==> src/rtl/wb_arb_pkg.sv <==
`default_nettype none
// ----------------------------------------------------------------------------
// Module   : wb_arb_pkg
// Brief    : Shared widths, x0 constant and arbiter FSM state encoding.
//            WB_ARB_STARVE_EN adds the FORCE state.
// Revision : 1.0 - initial release
// ----------------------------------------------------------------------------
package wb_arb_pkg;

  localparam int c_REG_AW = 5;
  localparam int c_DATA_W = 32;
  localparam logic [c_REG_AW-1:0] c_X0 = '0;

`ifdef WB_ARB_STARVE_EN
  typedef enum logic [1:0] {
    ST_IDLE  = 2'd0,
    ST_WAIT  = 2'd1,
    ST_FORCE = 2'd2
  } wb_arb_state_t;
`else
  typedef enum logic [1:0] {
    ST_IDLE = 2'd0,
    ST_WAIT = 2'd1
  } wb_arb_state_t;
`endif

endpackage
`default_nettype wire

==> src/rtl/wb_arb_fifo.sv <==
`default_nettype none
// ----------------------------------------------------------------------------
// Module   : wb_arb_fifo
// Brief    : Power-of-two FIFO for long-latency results, with per-entry
//            valid bits and address-compare vectors for hazard detection.
// Revision : 1.0 - initial release
// ----------------------------------------------------------------------------
module wb_arb_fifo
  import wb_arb_pkg::*;
#(
  parameter int DEPTH = 2
) (
  input  logic                clk,
  input  logic                rst_n,
  input  logic                i_push,
  input  logic [c_REG_AW-1:0] i_wa,
  input  logic [c_DATA_W-1:0] i_wd,
  input  logic                i_pop,
  input  logic [c_REG_AW-1:0] i_cmp_a,
  input  logic [c_REG_AW-1:0] i_cmp_b,
  output logic                o_full,
  output logic                o_empty,
  output logic                o_empty_nxt,
  output logic [c_REG_AW-1:0] o_head_wa,
  output logic [c_DATA_W-1:0] o_head_wd,
  output logic [DEPTH-1:0]    o_hit_a,
  output logic [DEPTH-1:0]    o_hit_b
);

  localparam int c_PW = (DEPTH > 1) ? $clog2(DEPTH) : 1;
  localparam int c_CW = c_PW + 1;
  localparam logic [c_CW-1:0] c_FULL = c_CW'(DEPTH);

  logic [c_PW-1:0]     r_wr_ptr;
  logic [c_PW-1:0]     r_rd_ptr;
  logic [c_CW-1:0]     r_cnt;
  logic [c_CW-1:0]     w_cnt_nxt;
  logic [DEPTH-1:0]    r_vld;
  logic [c_REG_AW-1:0] r_wa [DEPTH];
  logic [c_DATA_W-1:0] r_wd [DEPTH];
  logic                w_do_push;
  logic                w_do_pop;

  assign o_full    = (r_cnt == c_FULL);
  assign o_empty   = (r_cnt == '0);
  assign w_do_push = i_push && !o_full;
  assign w_do_pop  = i_pop && !o_empty;

  always_comb begin
    w_cnt_nxt = r_cnt;
    if (w_do_push && !w_do_pop) begin
      w_cnt_nxt = r_cnt + c_CW'(1);
    end else if (w_do_pop && !w_do_push) begin
      w_cnt_nxt = r_cnt - c_CW'(1);
    end
  end

  assign o_empty_nxt = (w_cnt_nxt == '0);

  // Pointers wrap naturally because DEPTH is a power of two.
  always_ff @(posedge clk or negedge rst_n) begin
    if (!rst_n) begin
      r_wr_ptr <= '0;
      r_rd_ptr <= '0;
      r_cnt    <= '0;
      r_vld    <= '0;
    end else begin
      r_cnt <= w_cnt_nxt;
      if (w_do_pop) begin
        r_rd_ptr        <= r_rd_ptr + c_PW'(1);
        r_vld[r_rd_ptr] <= 1'b0;
      end
      if (w_do_push) begin
        r_wr_ptr        <= r_wr_ptr + c_PW'(1);
        r_vld[r_wr_ptr] <= 1'b1;
      end
    end
  end

  always_ff @(posedge clk) begin
    if (w_do_push) begin
      r_wa[r_wr_ptr] <= i_wa;
      r_wd[r_wr_ptr] <= i_wd;
    end
  end

  assign o_head_wa = r_wa[r_rd_ptr];
  assign o_head_wd = r_wd[r_rd_ptr];

  for (genvar i = 0; i < DEPTH; i++) begin : g_hit
    assign o_hit_a[i] = r_vld[i] && (r_wa[i] == i_cmp_a);
    assign o_hit_b[i] = r_vld[i] && (r_wa[i] == i_cmp_b);
  end

endmodule
`default_nettype wire

==> src/rtl/wb_arb.sv <==
`default_nettype none
// ----------------------------------------------------------------------------
// Module   : wb_arb
// Brief    : Register-file write-port arbiter: pipeline writeback first,
//            buffered long-latency results drain in idle slots.
//            WB_ARB_STARVE_EN enables the starvation guard (STALL_REQ).
// Revision : 1.0 - initial release
// ----------------------------------------------------------------------------
module wb_arb
  import wb_arb_pkg::*;
#(
  parameter int FIFO_DEPTH   = 2,
  parameter int STARVE_LIMIT = 4
) (
  input  logic                CLK,
  input  logic                RSTN,
  input  logic                WEN_W,
  input  logic [c_REG_AW-1:0] WA_W,
  input  logic [c_DATA_W-1:0] WD_W,
  input  logic                LL_VALID,
  input  logic [c_REG_AW-1:0] LL_WA,
  input  logic [c_DATA_W-1:0] LL_WD,
  output logic                LL_READY,
  input  logic [c_REG_AW-1:0] RA1,
  input  logic [c_REG_AW-1:0] RA2,
  output logic                PEND_HIT,
  output logic                STALL_REQ,
  output logic                RF_WEN,
  output logic [c_REG_AW-1:0] RF_WA,
  output logic [c_DATA_W-1:0] RF_WD
);

  logic                  w_pipe_act;
  logic                  w_full;
  logic                  w_empty;
  logic                  w_empty_nxt;
  logic                  w_push;
  logic                  w_pop;
  logic [c_REG_AW-1:0]   w_head_wa;
  logic [c_DATA_W-1:0]   w_head_wd;
  logic [FIFO_DEPTH-1:0] w_hit_a;
  logic [FIFO_DEPTH-1:0] w_hit_b;
  wb_arb_state_t         r_state;
  wb_arb_state_t         w_state_nxt;

  assign w_pipe_act = !WEN_W && (WA_W != c_X0);
  // Outputs are qualified with RSTN so they read idle during an async reset.
  assign LL_READY   = RSTN && !w_full;
  // x0 results are accepted but never stored.
  assign w_push     = LL_VALID && LL_READY && (LL_WA != c_X0);
  assign w_pop      = RSTN && !w_pipe_act && !w_empty;

  wb_arb_fifo #(
    .DEPTH (FIFO_DEPTH)
  ) u_fifo (
    .clk         (CLK),
    .rst_n       (RSTN),
    .i_push      (w_push),
    .i_wa        (LL_WA),
    .i_wd        (LL_WD),
    .i_pop       (w_pop),
    .i_cmp_a     (RA1),
    .i_cmp_b     (RA2),
    .o_full      (w_full),
    .o_empty     (w_empty),
    .o_empty_nxt (w_empty_nxt),
    .o_head_wa   (w_head_wa),
    .o_head_wd   (w_head_wd),
    .o_hit_a     (w_hit_a),
    .o_hit_b     (w_hit_b)
  );

  always_comb begin
    RF_WEN = 1'b1;
    RF_WA  = c_X0;
    RF_WD  = '0;
    if (RSTN) begin
      if (w_pipe_act) begin
        RF_WEN = 1'b0;
        RF_WA  = WA_W;
        RF_WD  = WD_W;
      end else if (!w_empty) begin
        RF_WEN = 1'b0;
        RF_WA  = w_head_wa;
        RF_WD  = w_head_wd;
      end
    end
  end

  assign PEND_HIT = RSTN && (((RA1 != c_X0) && (|w_hit_a)) ||
                             ((RA2 != c_X0) && (|w_hit_b)));

`ifdef WB_ARB_STARVE_EN
  localparam int c_SW = $clog2(STARVE_LIMIT + 1);
  localparam logic [c_SW-1:0] c_LIMIT = c_SW'(STARVE_LIMIT);

  logic [c_SW-1:0] r_starve;
  logic [c_SW-1:0] w_starve_nxt;

  // Counts cycles the buffered head is denied the port by the pipeline.
  always_comb begin
    w_starve_nxt = r_starve;
    if (w_pop || w_empty) begin
      w_starve_nxt = '0;
    end else if (w_pipe_act && (r_starve != c_LIMIT)) begin
      w_starve_nxt = r_starve + c_SW'(1);
    end
  end

  always_ff @(posedge CLK or negedge RSTN) begin
    if (!RSTN) begin
      r_starve <= '0;
    end else begin
      r_starve <= w_starve_nxt;
    end
  end

  assign STALL_REQ = (r_state == ST_FORCE);
`else
  assign STALL_REQ = 1'b0;
`endif

  always_comb begin
    w_state_nxt = r_state;
    case (r_state)
      ST_IDLE: begin
        if (!w_empty_nxt) begin
          w_state_nxt = ST_WAIT;
        end
      end
      ST_WAIT: begin
        if (w_empty_nxt) begin
          w_state_nxt = ST_IDLE;
`ifdef WB_ARB_STARVE_EN
        end else if (w_starve_nxt >= c_LIMIT) begin
          w_state_nxt = ST_FORCE;
`endif
        end
      end
`ifdef WB_ARB_STARVE_EN
      ST_FORCE: begin
        if (w_pop) begin
          w_state_nxt = w_empty_nxt ? ST_IDLE : ST_WAIT;
        end
      end
`endif
      default: w_state_nxt = ST_IDLE;
    endcase
  end

  always_ff @(posedge CLK or negedge RSTN) begin
    if (!RSTN) begin
      r_state <= ST_IDLE;
    end else begin
      r_state <= w_state_nxt;
    end
  end

endmodule
`default_nettype wire

==> config.mk <==
export PLATFORM = sky130hd
export DESIGN_NAME = wb_arb
export DESIGN_NICKNAME = d
export VERILOG_FILES = /design/src/rtl/wb_arb_pkg.sv /design/src/rtl/wb_arb_fifo.sv /design/src/rtl/wb_arb.sv
export SDC_FILE = /design/constraint.sdc
export NUM_CORES = 1
export LEC_CHECK = 0
export ABC_AREA = 0
export BUFFER_PORTS_ARGS = -buffer_cell sky130_fd_sc_hd__buf_2
export CAP_MARGIN = 20
export CORE_MARGIN = 5
export CORE_UTILIZATION = 35
export DETAILED_ROUTE_END_ITERATION = 8
export GPL_TIMING_DRIVEN = 1
export PLACE_DENSITY_LB_ADDON = 0.08
export SYNTH_ARGS = -nofsm -noshare
export SYNTH_HDL_FRONTEND = slang
export SYNTH_HIERARCHICAL = 1
export SYNTH_SLANG_ARGS = --single-unit
==> constraint.sdc <==
create_clock -name CLK -period 6.45 [get_ports CLK]
set_input_delay 0.645 -clock CLK [delete_from_list [all_inputs] [get_ports CLK]]
set_output_delay 0.645 -clock CLK [all_outputs]
set_load 0.005 [all_outputs]
# --- After elaboration in Yosys (flattened, before gate mapping) ---
# Memory sizes are Yosys's and may differ from the RTL's.
# Cells that the tools add are included.
word_totals:
  reg_bits: 6
  ramBits: 74
  output_inout_bits: 41
  word_cells: 75
  memories: 2
memory_table:
  columns: ["name", "depth", "word_bits", "rd", "rd_ports_with_merged_regs", "wr", "line", "rtl"]
  rows:
  - ["u_fifo.r_wd", 2, 32, 1, 0, 1, "wb_arb_fifo.sv:40", "logic [c_DATA_W-1:0] r_wd [DEPTH];"]
  - ["u_fifo.r_wa", 2, 5, 3, 0, 1, "wb_arb_fifo.sv:39", "logic [c_REG_AW-1:0] r_wa [DEPTH];"]
classes:
  add_sub_neg: 4
  n_lt_le_gt_ge: 4
  n_eq_ne: 5
  n_mux: 19
  bitwise_logic: 3
  n_reduce_logical: 34
ops:
  columns: ["op", "count"]
  rows:
  - ["$mux W32", 3]
  - ["$eq A5 B5 Y1", 4]
  - ["$reduce_bool A5 Y1", 4]
  - ["$logic_and A1 B1 Y1", 19]
  - ["$mux W5", 3]
  - ["$mux W2", 4]
  - ["$mux W1", 7]
  - ["$logic_not A1 Y1", 6]
  - ["$lt A1 B2 Y1 const B", 2]
  - ["$reduce_or A2 Y1", 2]
  - ["$add A1 B1 Y1 const B", 2]
  - ["$add A2 B1 Y2 const B", 1]
  - ["$and A2 B2 Y2", 1]
  - ["$demux W1 S1", 2]
  - ["$eq A2 B2 Y1 const B", 1]
  - ["$ge A1 B1 Y1 const B", 2]
  - ["$logic_not A2 Y1", 1]
  - ["$not A2 Y2", 1]
  - ["$or A2 B2 Y2", 1]
  - ["$reduce_bool A2 Y1", 1]
  - ["$sub A2 B1 Y2 const B", 1]
  - ["$logic_or A1 B1 Y1", 1]

# --- Logic depth before layout (Yosys ltp) ---
depth:
  word_depth: 10
  mapped_depth: 8
  mapped_depth_nobuf: 8

# --- Hierarchy ---
# Netlist, hierarchy kept.
modules_own_cells:
  columns: ["module", "n_inst", "cells_each", "area_each_um2", "seq_area_each_um2"]
  rows:
  - ["wb_arb_fifo", 1, 177, 3228.1, 2372.3]
  - ["wb_arb", 1, 233, 1599.0, 0.0]

# --- Worst setup path after synthesis ---
# OpenSTA, ideal clock, no wires.
synth_path:
  kind: "input port to flip-flop"
  start: "input RSTN"
  end: "memory u_fifo.r_wa[0][0], enable pin"
  t_arrival_ns: 2.924
  setup_slack_ns: 3.094
  path_stages: 6
  cell_sequence: "buf_2 nor2b_1 nand2_1 a21oi_1 nand2b_1 nor2_1"
synth_via:
  elab_chain_len: 6
synth_rtl:
  columns: ["element", "line", "rtl"]
  rows:
  - ["from (decl)", "wb_arb.sv:16", "input logic RSTN,"]
  - ["$logic_and A1 B1 Y1", "wb_arb.sv:48", "assign LL_READY = RSTN && !w_full;"]
  - ["via LL_READY", "wb_arb.sv:23", "output logic LL_READY,"]
  - ["$logic_and A1 B1 Y1 (2 in a row)", "wb_arb.sv:50", "assign w_push = LL_VALID && LL_READY && (LL_WA != c_X0);"]
  - ["via w_push", "wb_arb.sv:37", "logic w_push;"]
  - ["$logic_and A1 B1 Y1", "wb_arb_fifo.sv:46", "assign w_do_push = i_push && !o_full;"]
  - ["$mux W1", "wb_arb_fifo.sv:81", "if (w_do_push) begin"]
  - ["$mux W1 (not written as such)", "wb_arb_fifo.sv:82", "r_wa[r_wr_ptr] <= i_wa;"]
  - ["to (decl)", "wb_arb_fifo.sv:39", null]
# The timed path passes the listed nets, and every way through them passes these cells.

# --- Final worst setup path ---
layout_path:
  start: "input RSTN"
  end: "output RF_WD[8]"
layout_via:
  elab_chain_len: 1
layout_rtl:
  columns: ["element", "line", "rtl"]
  rows:
  - ["$mux W32", "wb_arb.sv:77", "if (RSTN) begin"]
  - ["to (decl)", "wb_arb.sv:30", "output logic [c_DATA_W-1:0] RF_WD"]
# Every way passes these cells.

==> impl_metrics.json <==
{
  "skew_ns": 0.00607,
  "crit_arrival_ns": 2.53,
  "clock_latency_ns": 0.33,
  "dpl_cell_area_um2": 5530,
  "clock_sinks": 80,
  "synthToLayoutAreaGrowth_pct": 22.5,
  "grt_remaining_overflow": 0,
  "clk_pin_slew_ns": 0.06,
  "powerDensity_nw_per_um2": 326,
  "hold_end": "u_fifo/r_cnt[0]",
  "vias": 3828,
  "numCtsBuffers": 9,
  "maxCapViolCount": 0,
  "drv_slew": 0,
  "postLayoutCoreUtil_pct": 44.1,
  "post-route-period-util_pct": 49.3,
  "final-setup-viol-count": 0,
  "crit_family": "buffers and inverters",
  "ios": 129,
  "power_mw": 1.92,
  "slew_headroom_pct": 32.9,
  "fill_cells": 1282,
  "start_kind": "input port",
  "route.detailed.drc": 0,
  "nets": 599,
  "tightestPinTransition_ns": 1.01,
  "yosysWarnings": 6,
  "drt_wl_total_mm": 12.9,
  "place_congestion": 0.740,
  "synthesis.area_um2": 4800,
  "htree_levels": 3,
  "root_buffer": "clkbuf_16",
  "core_um2": 13300,
  "start_util_pct": 36.0,
  "ant_nets": 0,
  "grt_max_degree": 82,
  "cts_setup_buffers": 0,
  "p_leak_nw": 2.15,
  "crit_path_start": "RSTN",
  "cts_resized": 0,
  "grt_first_pass_wirelength_mm": 20.3,
  "diodes": 0,
  "viasPerCell": 5.55,
  "synth_area_per_cell_um2": 11.9,
  "synthCells": 405,
  "cts_tree": "yes",
  "dpl.hpwl_mm": 8.41,
  "cp.required_ns": 5.80,
  "grt_pass1_vias": 3828,
  "drtIter0Drc": 194,
  "fp.dieH_um": 127,
  "fp-row-count": 42,
  "drt-wirelength-per-cell_um": 18.7,
  "grt_use_total_pct": 15.7,
  "reg2reg_to": "u_fifo/r_wd[1][16]",
  "fmax_ghz": 0.315,
  "run_status": "finished clean",
  "fp.dieW_um": 127,
  "antenna_found_initial": 1,
  "die_area_um2": 16200,
  "hold_viol": 0,
  "path_buf_inv": 4,
  "whs_ns": 0.471,
  "cts_buffer_depth": 2,
  "setup_tns_ns": 0,
  "fin_area_um2": 5880,
  "crit_path_end_kind": "output port",
  "reg2reg_depth": 7,
  "path_max_fanout": 81,
  "worstSetupPathType": "input port to output port",
  "crit_chain": "buf_2, buf_4, and2_1, buf_4, a32oi_1, o211ai_1, buf_2",
  "postCtsHoldBufs": 0,
  "min_path_cells": 1,
  "rsz0062_at_grt": "no",
  "min_path_type": "flip-flop to flip-flop",
  "vdd_drop_max_uv": 118,
  "period_minus_slack_ns": 3.18,
  "reg2reg_slack_ns": 3.88,
  "cp_slowest_stage_delay_ns": 0.60,
  "synth_nets": 495,
  "io_buffer_count": 127,
  "cpMaxStageDelayCell": "buf_4",
  "timing.rr.start": "u_fifo/r_cnt[0]",
  "drive_above_1_share_pct": 37.9,
  "dr.pass1.iters": 5,
  "min-delay-start": "u_fifo/r_cnt[0]"
}
through the flow:
step,worst slack [ns],std cells
floorplan,3.09,405
global placement,3.16,673
detailed placement,3.08,673
CTS,3.25,689
global route,3.12,690
finish,3.27,690
final cells by class:
class	count	area, um2	share of cell area [%]
sequential	80	2370	40.4
multi-input combinational	281	2240	38.1
timing repair buffer	134	701	11.9
clock buffer	9	225	3.83
tap	176	220	3.74
clock inverter	7	110	1.87
inverter	3	11.3	0.191
worst max path at each step:
stage | depth (start not counted) | slack (ns) | end
6_report | 7 | 3.27 | RF_WD[8]
3_3_place_gp | 7 | 3.16 | u_fifo/r_wd[1][30]
2_1_floorplan | 6 | 3.09 | u_fifo/r_wa[0][0]
3_5_place_dp | 7 | 3.08 | u_fifo/r_wd[1][30]
5_1_grt | 7 | 3.12 | RF_WD[8]
4_1_cts | 7 | 3.25 | RF_WD[8]
layer usage:
layer | global-route usage [%] | vias to the layer above | part of all wire [%]
met5 | 0 | - | 0.093
met4 | 5.36 | 2 | 1.7
met3 | 3.13 | 19 | 5.3
met2 | 26.7 | 130 | 50
met1 | 19.8 | 1863 | 43
li1 | - | 1814 | -
flip-flops by register name (all words and copies together) (netlist names):
register,count
u_fifo/r_cnt,2
u_fifo/r_rd_ptr,1
u_fifo/r_wa,10
u_fifo/r_wd,64
u_fifo/r_vld,2
u_fifo/r_wr_ptr,1
placed cells by master, fill, tap and decap left out, drive strengths merged, types with 9 or more instances in the layout:
| cell type | instances |
|---|---|
| a32oi | 32 |
| clkbuf | 9 |
| nand4b | 32 |
| and2b | 20 |
| edfxtp | 74 |
| o211ai | 32 |
| mux2 | 37 |
| nor2b | 16 |
| xor2 | 16 |
| buf | 134 |
| nand3 | 36 |
power by group:
part           switching [mW]  internal (mW)
logic                   0.296          0.306
clock network           0.197          0.375
registers              0.0884          0.655
total                   0.581           1.34
No activity file was read; power rests on OpenSTA's default activity.
